## src/rtl/instr_encoder.sv

```systemverilog
// Instruction encoder and program loader: packs one symbolic instruction per handshake
// into a MIPS-format word and streams it into instruction memory at an auto-incrementing address.
module instr_encoder #(
    parameter int          ADDR_W = 10,
    parameter logic [31:0] BASE   = 32'h0
) (
    input  logic              clk,
    input  logic              rst_n,
    input  logic              restart,
    input  logic              in_valid,
    output logic              in_ready,
    input  logic [3:0]        op,
    input  logic [5:0]        opc_in,
    input  logic [5:0]        fn,
    input  logic [4:0]        rs,
    input  logic [4:0]        rt,
    input  logic [4:0]        rd,
    input  logic [4:0]        sa,
    input  logic [31:0]       imm32,
    output logic              im_we,
    output logic [ADDR_W-1:0] im_addr,
    output logic [31:0]       im_wdata,
    output logic [ADDR_W:0]   count,
    output logic              full,
    output logic              err,
    output logic [1:0]        err_code
);

    localparam logic [0:0] S_IDLE  = 1'b0;
    localparam logic [0:0] S_EMIT2 = 1'b1;

    localparam logic [3:0] OP_R    = 4'd0;
    localparam logic [3:0] OP_I    = 4'd1;
    localparam logic [3:0] OP_LW   = 4'd2;
    localparam logic [3:0] OP_SW   = 4'd3;
    localparam logic [3:0] OP_BR   = 4'd4;
    localparam logic [3:0] OP_J    = 4'd5;
    localparam logic [3:0] OP_JAL  = 4'd6;
    localparam logic [3:0] OP_LI   = 4'd7;
    localparam logic [3:0] OP_NOP  = 4'd8;

    localparam logic [1:0] E_NONE  = 2'd0;
    localparam logic [1:0] E_OP    = 2'd1;
    localparam logic [1:0] E_RANGE = 2'd2;
    localparam logic [1:0] E_OVF   = 2'd3;

    localparam logic [ADDR_W:0] CAP = {1'b1, {ADDR_W{1'b0}}};
    localparam logic [ADDR_W:0] ONE = {{ADDR_W{1'b0}}, 1'b1};

    logic [0:0]         state;
    logic [31:0]        pend_word;

    logic [ADDR_W-1:0]  ptr;
    logic [ADDR_W:0]    count_inc;
    logic [ADDR_W:0]    room;
    logic [31:0]        pc;
    logic [31:0]        pc4;
    logic [31:0]        br_diff;
    logic signed [31:0] off;
    logic               off_ok;
    logic               j_ok;
    logic               li_two;
    logic [1:0]         nwords;
    logic               overflow;
    logic               accept;

    logic [31:0]        word0;
    logic [31:0]        word1;
    logic [1:0]         code;

    assign ptr       = count[ADDR_W-1:0];
    assign count_inc = count + ONE;
    assign room      = CAP - count;
    assign pc        = BASE + {{(30-ADDR_W){1'b0}}, ptr, 2'b00};
    assign pc4       = pc + 32'd4;

    // Branch offset is measured from the delay-slot address, with 32-bit wrap-around.
    assign br_diff   = imm32 - pc4;
    assign off       = $signed(br_diff) >>> 2;
    assign off_ok    = (&off[31:15]) | ~(|off[31:15]);
    assign j_ok      = (imm32[1:0] == 2'b00) && (imm32[31:28] == pc4[31:28]);

    assign li_two    = |imm32[31:16];
    assign nwords    = (op == OP_LI && li_two) ? 2'd2 : 2'd1;
    assign overflow  = {{(ADDR_W-1){1'b0}}, nwords} > room;

    assign in_ready  = (state == S_IDLE) && !full && !restart;
    assign accept    = in_valid && in_ready;

    // NOTE: every variable in this block gets a default first so no latch is inferred.
    always_comb begin
        word0 = 32'h0;
        word1 = 32'h0;
        code  = E_NONE;
        case (op)
            OP_R:   word0 = {6'b000000, rs, rt, rd, sa, fn};
            OP_I:   word0 = {opc_in, rs, rt, imm32[15:0]};
            OP_LW:  word0 = {6'b100011, rs, rt, imm32[15:0]};
            OP_SW:  word0 = {6'b101011, rs, rt, imm32[15:0]};
            OP_BR: begin
                word0 = {opc_in, rs, rt, off[15:0]};
                if (imm32[1:0] != 2'b00 || !off_ok) code = E_RANGE;
            end
            OP_J, OP_JAL: begin
                word0 = {(op == OP_J) ? 6'b000010 : 6'b000011, imm32[27:2]};
                if (!j_ok) code = E_RANGE;
            end
            OP_LI: begin
                if (li_two) begin
                    word0 = {6'b001111, 5'd0, rt, imm32[31:16]};
                    word1 = {6'b001101, rt, rt, imm32[15:0]};
                end else begin
                    word0 = {6'b001101, 5'd0, rt, imm32[15:0]};
                end
            end
            OP_NOP: word0 = 32'h0;
            default: code = E_OP;
        endcase
        if (code == E_NONE && overflow) code = E_OVF;
    end

    // NOTE: sequential state uses non-blocking assignments so all registers update together.
    always_ff @(posedge clk or negedge rst_n) begin
        if (!rst_n) begin
            state     <= S_IDLE;
            pend_word <= 32'h0;
            im_we     <= 1'b0;
            im_addr   <= '0;
            im_wdata  <= 32'h0;
            count     <= '0;
            full      <= 1'b0;
            err       <= 1'b0;
            err_code  <= E_NONE;
        end else begin
            im_we <= 1'b0;
            err   <= 1'b0;
            if (restart) begin
                state    <= S_IDLE;
                count    <= '0;
                full     <= 1'b0;
                err_code <= E_NONE;
            end else if (state == S_EMIT2) begin
                im_we    <= 1'b1;
                im_addr  <= ptr;
                im_wdata <= pend_word;
                count    <= count_inc;
                full     <= (count_inc == CAP);
                state    <= S_IDLE;
            end else if (accept) begin
                if (code != E_NONE) begin
                    err      <= 1'b1;
                    err_code <= code;
                end else begin
                    err_code <= E_NONE;
                    im_we    <= 1'b1;
                    im_addr  <= ptr;
                    im_wdata <= word0;
                    count    <= count_inc;
                    full     <= (count_inc == CAP);
                    if (nwords == 2'd2) begin
                        state     <= S_EMIT2;
                        pend_word <= word1;
                    end
                end
            end
        end
    end

endmodule

```

## config.mk

```make
export PLATFORM = sky130hd
export DESIGN_NAME = instr_encoder
export DESIGN_NICKNAME = d
export VERILOG_FILES = /design/src/rtl/instr_encoder.sv
export SDC_FILE = /design/constraint.sdc
export NUM_CORES = 1
export LEC_CHECK = 0
export BUFFER_PORTS_ARGS = -buffer_cell sky130_fd_sc_hd__buf_2
export CORE_MARGIN = 2
export CORE_UTILIZATION = 51
export DETAILED_ROUTE_END_ITERATION = 16
export GPL_ROUTABILITY_DRIVEN = 0
export PLACE_DENSITY = 0.9
export RECOVER_POWER = 100
export SYNTH_ARGS = -nofsm -noshare
export SYNTH_HDL_FRONTEND = slang
export SYNTH_SLANG_ARGS = --single-unit
export TNS_END_PERCENT = 100
```

## constraint.sdc

```tcl
create_clock -name clk -period 3.7 [get_ports clk]
set_input_delay 0 -clock clk [delete_from_list [all_inputs] [get_ports clk]]
set_output_delay 0 -clock clk [all_outputs]
set_load 0.02 [all_outputs]
```

==> run_results.csv, run 1 <==
group,metric,value,unit
pwr,internal_power,1949,uW
global_route,grt_pass1_vias,7240,
place,portBuffers,130,
setup_path,path_class,"flop to flop",
synth,synth_edf_count,0,
timing,worst_slew_pin_slew,2.116,ns
detailed_routing,via_per_inst,6.754,
timing,hold_ws,0.01555,ns
pwr,peakVddDrop,0.3620,mV
timing,timing.slew.headroom,-0.4106,
die,start_util,0.5289,
pwr,p_total,2956,uW
timing,post-route-min-period,4.056,ns
synth,yosys.area_share.simple,0.1785,
clocking,cts.clk_slew.worst_paths,0.06,ns
global_route,grt_usage,0.3726,
synth,synth_fa_ha_area_frac,0.05430,
finish,utilization,0.7258,
clocking,cts.sinks,81,
run,max_cap_viol_count,1,
timing,drv_slew,82,
synth,synth_compound_area_frac,0.2670,
clocking,clk_latency,0.36,ns
finish,syn2layout_area_growth,37.23,%
pwr,switchingPower,1007,uW
hold_path,worstHoldStart,"imm32[11]",
detailed_routing,first_pass_iters,6,
timing,setup_viol,80,
hold_path,hp-class,"input port to flop",
setup_path,startpoint_type,"flop",
pwr,power_frac_comb,0.319,
synth,seq_area_frac_synth,0.3164,
timing,fin_skew,0.007179,ns
setup_path,required,3.94,ns
setup_path,cp.arrival,4.30,ns
finish,fin_nets,1058,
clocking,cts_inserted_buffers,9,
setup_path,r2r-start,"count[8]",
die,die_w,116.1,um
clocking,htree_levels,3,
finish,instances_no_fill,1133,
finish,drive_above_1_share,0.3060,
setup_path,worstReg2RegEnd,"pend_word[12]",
setup_path,r2r_cells,16,
synth,yosys_warnings,0,
place,hpwl,16.23,mm
synth,async_reset_ff_frac,1.000,
setup_path,startpoint,"count[8]",
synth,netlist_area,6406,um2
timing,period_share,1.096,
pwr,switching_share,0.3407,
die,core_area,12110,um2
pwr,clockPowerShare,0.309,
die,die_h,116.1,um
pwr,p_seq_frac,0.372,
place,dp_cells,1072,
setup_path,critPathCaptureType,"flop",
detailed_routing,wire_per_inst,23.80,um
detailed_routing,wl,26.96,mm
synth,synth_xor_area_frac,0.03555,
timing,final.setup.worst_slack,-0.3560,ns
die,io_pins,131,
synth,synth_top_family_by_area,"compound AO/OA/AOI/OAI gates",
synth,syn_nets,852,
detailed_routing,vias,7652,
global_route,grt_overflow,0,
die,row_count,40,
clocking,cts_tree,"built",
outcome,status,"finished with violations",
setup_path,ff2ff_setup_slack,-0.36,ns
detailed_routing,drc_errors,0,
outcome,violations,"max-capacitance violations, max-slew violations, negative setup slack",
timing,fmax,0.2466,GHz
pwr,p_per_area,336.2,nW/um2
synth,synth_cells,753,
pwr,p_leak,0.003899,uW
synth,yosys_register_bits,81,
detailed_routing,drt-initial-drc-count,1241,
global_route,antenna_found_initial,1,
synth,synth_top_flop_cell,"dfrtp_1",
synth,synth.avg_cell_area,8.507,um2
setup_path,critPathMaxFanout,12,
timing,rsz0062_at_grt,"yes",
global_route,grt_pass1_wl,38.20,mm
clocking,cts_buffer_depth,2,
clocking,cts-root-buf,"clkbuf_16",
setup_path,crit_path_end,"pend_word[12]",
die,dieArea,13470,um2
synth,synthMuxAreaShare,0.07871,
global_route,grt_max_degree,82,
synth,netlist-cell-type-count,74,
detailed_routing,ant_nets,0,
timing,tns,-20.04,ns
timing,hold_viol,0,
area by class of cell:
cell class,instances,area [um2]
sequential,81,2032
clock inverter,5,55.05
antenna,1,2.502
inverter,46,172.7
fill,838,3321
timing repair buffer,253,1715
clock buffer,11,242.7
tap,168,210.2
multi-input combinational,568,4360
worst max-delay path, stage by stage, from the launching register on:
cell and delay [ns]:
dfrtp_2 0.48, ha_4 0.29, inv_1 0.06, ha_4 0.16, a21o_1 0.20, a2111oi_4 0.42
nand2_1 0.17, o31ai_2 0.30, nand4_1 0.20, a2111oi_4 0.42, a41oi_2 0.18, buf_4 0.19
a21oi_4 0.14, buf_12 0.15, nand2_8 0.07, buf_12 0.20, mux2_4 0.30
sequential cells by signal (all words and copies together), names as in the netlist:
register / count
im_wdata: 32
pend_word: 22
count: 11
im_addr: 10
err_code: 2
err: 1
full: 1
im_we: 1
state: 1
cell families after synthesis:
group / count (synthesis)
compound gates: 244
simple gates: 228
buf+inv: 104
flops: 81
mux: 42
fa+ha+maj: 28
xor+xnor: 26
metrics by stage:
step	area, um2	worst slack [ns]
4_1_cts	8568	-0.08625
3_5_place_dp	7711	-0.2652
5_1_grt	8791	-0.4655
2_1_floorplan	6526	-0.3049
3_3_place_gp	7711	-0.08002
6_report	8791	-0.3560
synth_stat cells (4+ instances only):
cell       number  share of area
dfrtp_1        81           0.32
a21oi_1        73          0.057
nand2_1        65          0.038
nor2_1         51          0.030
inv_1          46          0.027
clkbuf_1       43          0.025
o21ai_0        32          0.025
ha_1           27          0.053
nor3_1         19          0.015
mux2_1         18          0.032
xnor2_1        15          0.021
nand3_1        14          0.011
a22oi_1        13          0.015
a2bb2oi_1      13          0.018
o21a_1         13          0.015
o22a_1         13          0.018
o32a_1         13          0.020
a31oi_1        12          0.012
xor2_1         11          0.015
mux2_4         10          0.023
mux2_2          9          0.016
and2_1          8         0.0078
and3_1          8         0.0078
nor2b_1         8         0.0078
nor4_1          8         0.0078
o221ai_1        8          0.011
a21o_1          7         0.0082
or3_1           7         0.0068
buf_2           6         0.0047
nand4_1         6         0.0059
o22ai_1         6         0.0059
mux2i_1         5         0.0078
o211ai_1        5         0.0059
or2_2           5         0.0049
a211oi_1        4         0.0047
nand2b_1        4         0.0039
or4_1           4         0.0047
cell usage in the layout, fill, tap and decap left out, drive strengths merged, types with 27 or more instances in the layout:
cell type / synthesis / final
a21oi: 75 / 75
clkbuf: 44 / 70
mux2: 37 / 37
o21ai: 32 / 32
nand2: 65 / 65
ha: 27 / 27
buf: 14 / 175
nor2: 53 / 53
inv: 46 / 46
dfrtp: 81 / 81
power groups by stage:
stage	Combinational (uW)	Clock, uW	Sequential, uW
2_1_floorplan	387	0	1230
3_5_place_dp	842	0	1100
3_3_place_gp	822	0	1100
6_report	942	915	1100
4_1_cts	896	912	1090
5_1_grt	990	957	1110
layer usage:
| metal | part of all wire | global-route usage | up-vias |
|---|---|---|---|
| li1 | - | - | 3182 |
| met1 | 0.34 | 0.4504 | 3519 |
| met2 | 0.44 | 0.5875 | 726 |
| met3 | 0.14 | 0.1077 | 225 |
| met4 | 0.084 | 0.2302 | 0 |
| met5 | 0 | 0 | - |
what timing repair did:
action	in CTS	in global routing
setup endpoints to repair	72	78
hold buffers	19	0
buffers inserted	13	9
gates cloned	2	2
hold endpoints to repair	100	0
pin swaps	21	26
gates resized for setup	45	36
worst min path at each step:
stage | end | slack [ns] | cells after the start
detailed placement | im_we | 0.24 | 1
floorplan | count[0] | -0.30 | 0
finish | pend_word[11] | 0.02 | 3
global route | pend_word[11] | 0.02 | 3
CTS | pend_word[11] | 0.005 | 3
global placement | im_we | 0.24 | 1
Power figures use the tool's default switching activity.
==> run 2: changes to the inputs <==
--- a/config.mk
+++ b/config.mk
@@ -7,10 +7,10 @@
 export LEC_CHECK = 0
 export BUFFER_PORTS_ARGS = -buffer_cell sky130_fd_sc_hd__buf_2
 export CORE_MARGIN = 2
-export CORE_UTILIZATION = 51
+export CORE_UTILIZATION = 50
 export DETAILED_ROUTE_END_ITERATION = 16
 export GPL_ROUTABILITY_DRIVEN = 0
-export PLACE_DENSITY = 0.9
+export PLACE_DENSITY = 0.89
 export RECOVER_POWER = 100
 export SYNTH_ARGS = -nofsm -noshare
 export SYNTH_HDL_FRONTEND = slang
==> run_results.csv, run 2 (synthesis results as in run 1) <==
group,metric,value,unit
pwr,peakVddDrop,0.3719,mV
die,io_pins,131,
clocking,cts_inserted_buffers,9,
pwr,p_total,2924,uW
finish,fin_nets,1043,
place,hpwl,16.27,mm
finish,syn2layout_area_growth,35.51,%
detailed_routing,vias,7865,
global_route,grt_pass1_wl,39.88,mm
setup_path,path_class,"flop to flop",
global_route,antenna_found_initial,0,
timing,worst_slew_pin_slew,1.103,ns
clocking,htree_levels,3,
place,dpl_cell_area,7719,um2
global_route,grt_max_degree,82,
setup_path,critPathMaxFanout,6,
timing,tns,-29.62,ns
clocking,cts.clk_slew.worst_paths,0.07,ns
place,dp_cells,1073,
detailed_routing,drt-initial-drc-count,1182,
clocking,cts_buffer_depth,2,
setup_path,ff2ff_setup_slack,-0.49,ns
setup_path,cp.arrival,4.43,ns
timing,drv_slew,0,
timing,hold_viol,0,
run,max_cap_viol_count,0,
finish,drive_above_1_share,0.3119,
timing,timing.slew.headroom,0.2635,
finish,final_common_cell,"buf_2",
finish,utilization,0.6907,
hold_path,min_path_cells,3,
hold_path,min_to,"im_wdata[30]",
detailed_routing,drc_errors,0,
finish,regMostFlops,"im_wdata",
pwr,p_per_area,336.8,nW/um2
detailed_routing,first_pass_iters,11,
detailed_routing,ant_nets,0,
hold_path,worstHoldStart,"opc_in[4]",
setup_path,r2r_cells,15,
clocking,cts-root-buf,"clkbuf_16",
finish,n_antenna_cell,0,
setup_path,startpoint,"count[5]",
die,die_h,117.2,um
die,core_area,12570,um2
global_route,grt_pass1_vias,7435,
place,portBuffers,130,
setup_path,startpoint_type,"flop",
detailed_routing,wire_per_inst,24.59,um
pwr,p_leak,0.003894,uW
timing,post-route-min-period,4.190,ns
finish,instances_no_fill,1121,
clocking,clk_latency,0.36,ns
clocking,cts.sinks,81,
timing,setup_viol,78,
setup_path,r2r-start,"count[5]",
finish,final_area,8681,um2
outcome,status,"finished with violations",
outcome,violations,"negative setup slack",
hold_path,hp-class,"input port to flop",
global_route,grt_usage,0.3862,
finish,largest_reg_flops,32,
die,start_util,0.5097,
setup_path,critPathCaptureType,"flop",
finish,largestRegisters,"im_wdata (32), pend_word (22), count (11)",
die,row_count,41,
timing,rsz0062_at_grt,"yes",
timing,fmax,0.2387,GHz
detailed_routing,via_per_inst,7.016,
global_route,grt_overflow,0,
die,die_w,117.2,um
timing,period_share,1.132,
timing,final.setup.worst_slack,-0.4899,ns
clocking,cts_tree,"built",
die,dieArea,13730,um2
timing,fin_skew,0.01406,ns
setup_path,required,3.95,ns
setup_path,worstReg2RegEnd,"count[7]",
finish,mostFrequentLayoutCells,"79 x buf_2, 77 x dfrtp_1, 77 x buf_4",
detailed_routing,wl,27.56,mm
==> run 2: how the worst max path moves through the flow <==
stage | end | slack [ns] | depth (start not counted)
floorplan | im_addr[0] | -0.30 | 17
global placement | count[4] | -0.13 | 16
detailed placement | im_addr[7] | -0.23 | 14
CTS | count[7] | -0.17 | 15
global route | pend_word[13] | -0.54 | 15
finish | count[7] | -0.49 | 15
==> run 2: worst max-delay path: stages (launching register included) <==
cell and delay, ns:
dfrtp_1 0.39, ha_1 0.28, inv_1 0.05, ha_1 0.38, a21oi_1 0.23, o21bai_1 0.13
and4_2 0.27, nor4_1 0.61, xnor2_1 0.23, and3_1 0.26, a41oi_2 0.14, buf_4 0.19
a21oi_4 0.25, buf_6 0.16, o2111a_1 0.21, mux2_4 0.30
==> run 2: routing by layer <==
| layer | vias up | track usage | wire length (um) |
|---|---|---|---|
| li1 | 3162 | - | - |
| met1 | 3558 | 0.4664 | 9312 |
| met2 | 839 | 0.5793 | 11530 |
| met3 | 306 | 0.1308 | 4102 |
| met4 | 0 | 0.2682 | 2618 |
| met5 | - | 0 | 0 |
==> run 2: where the power goes <==
group / total (uW) / switching (uW) / internal, uW
Combinational: 935 / 551 / 384
Clock: 888 / 413 / 475
Sequential: 1100 / 83.4 / 1020
Total: 2920 / 1050 / 1880
==> run 2: what timing repair did <==
item	4_1_cts	5_1_grt
pin swaps	26	23
endpoints found under the setup margin	72	80
cloned	3	0
setup buffers	15	5
hold endpoints to repair	94	0
resized for setup	58	32
hold buffers	14	0
==> run 2: through the flow <==
step / setup slack, ns / hold slack (ns)
2_1_floorplan: -0.3049 / -0.2956
3_3_place_gp: -0.1262 / 0.2457
3_5_place_dp: -0.2346 / 0.2525
4_1_cts: -0.1655 / 0.002276
5_1_grt: -0.5412 / 0.02854
6_report: -0.4899 / 0.005345
==> run 2: area by class of cell <==
type / count / area, um2
multi-input combinational: 568 / 4388
fill: 914 / 3887
sequential: 81 / 2032
timing repair buffer: 238 / 1593
clock buffer: 10 / 239.0
tap: 172 / 215.2
inverter: 46 / 172.7
clock inverter: 6 / 41.29
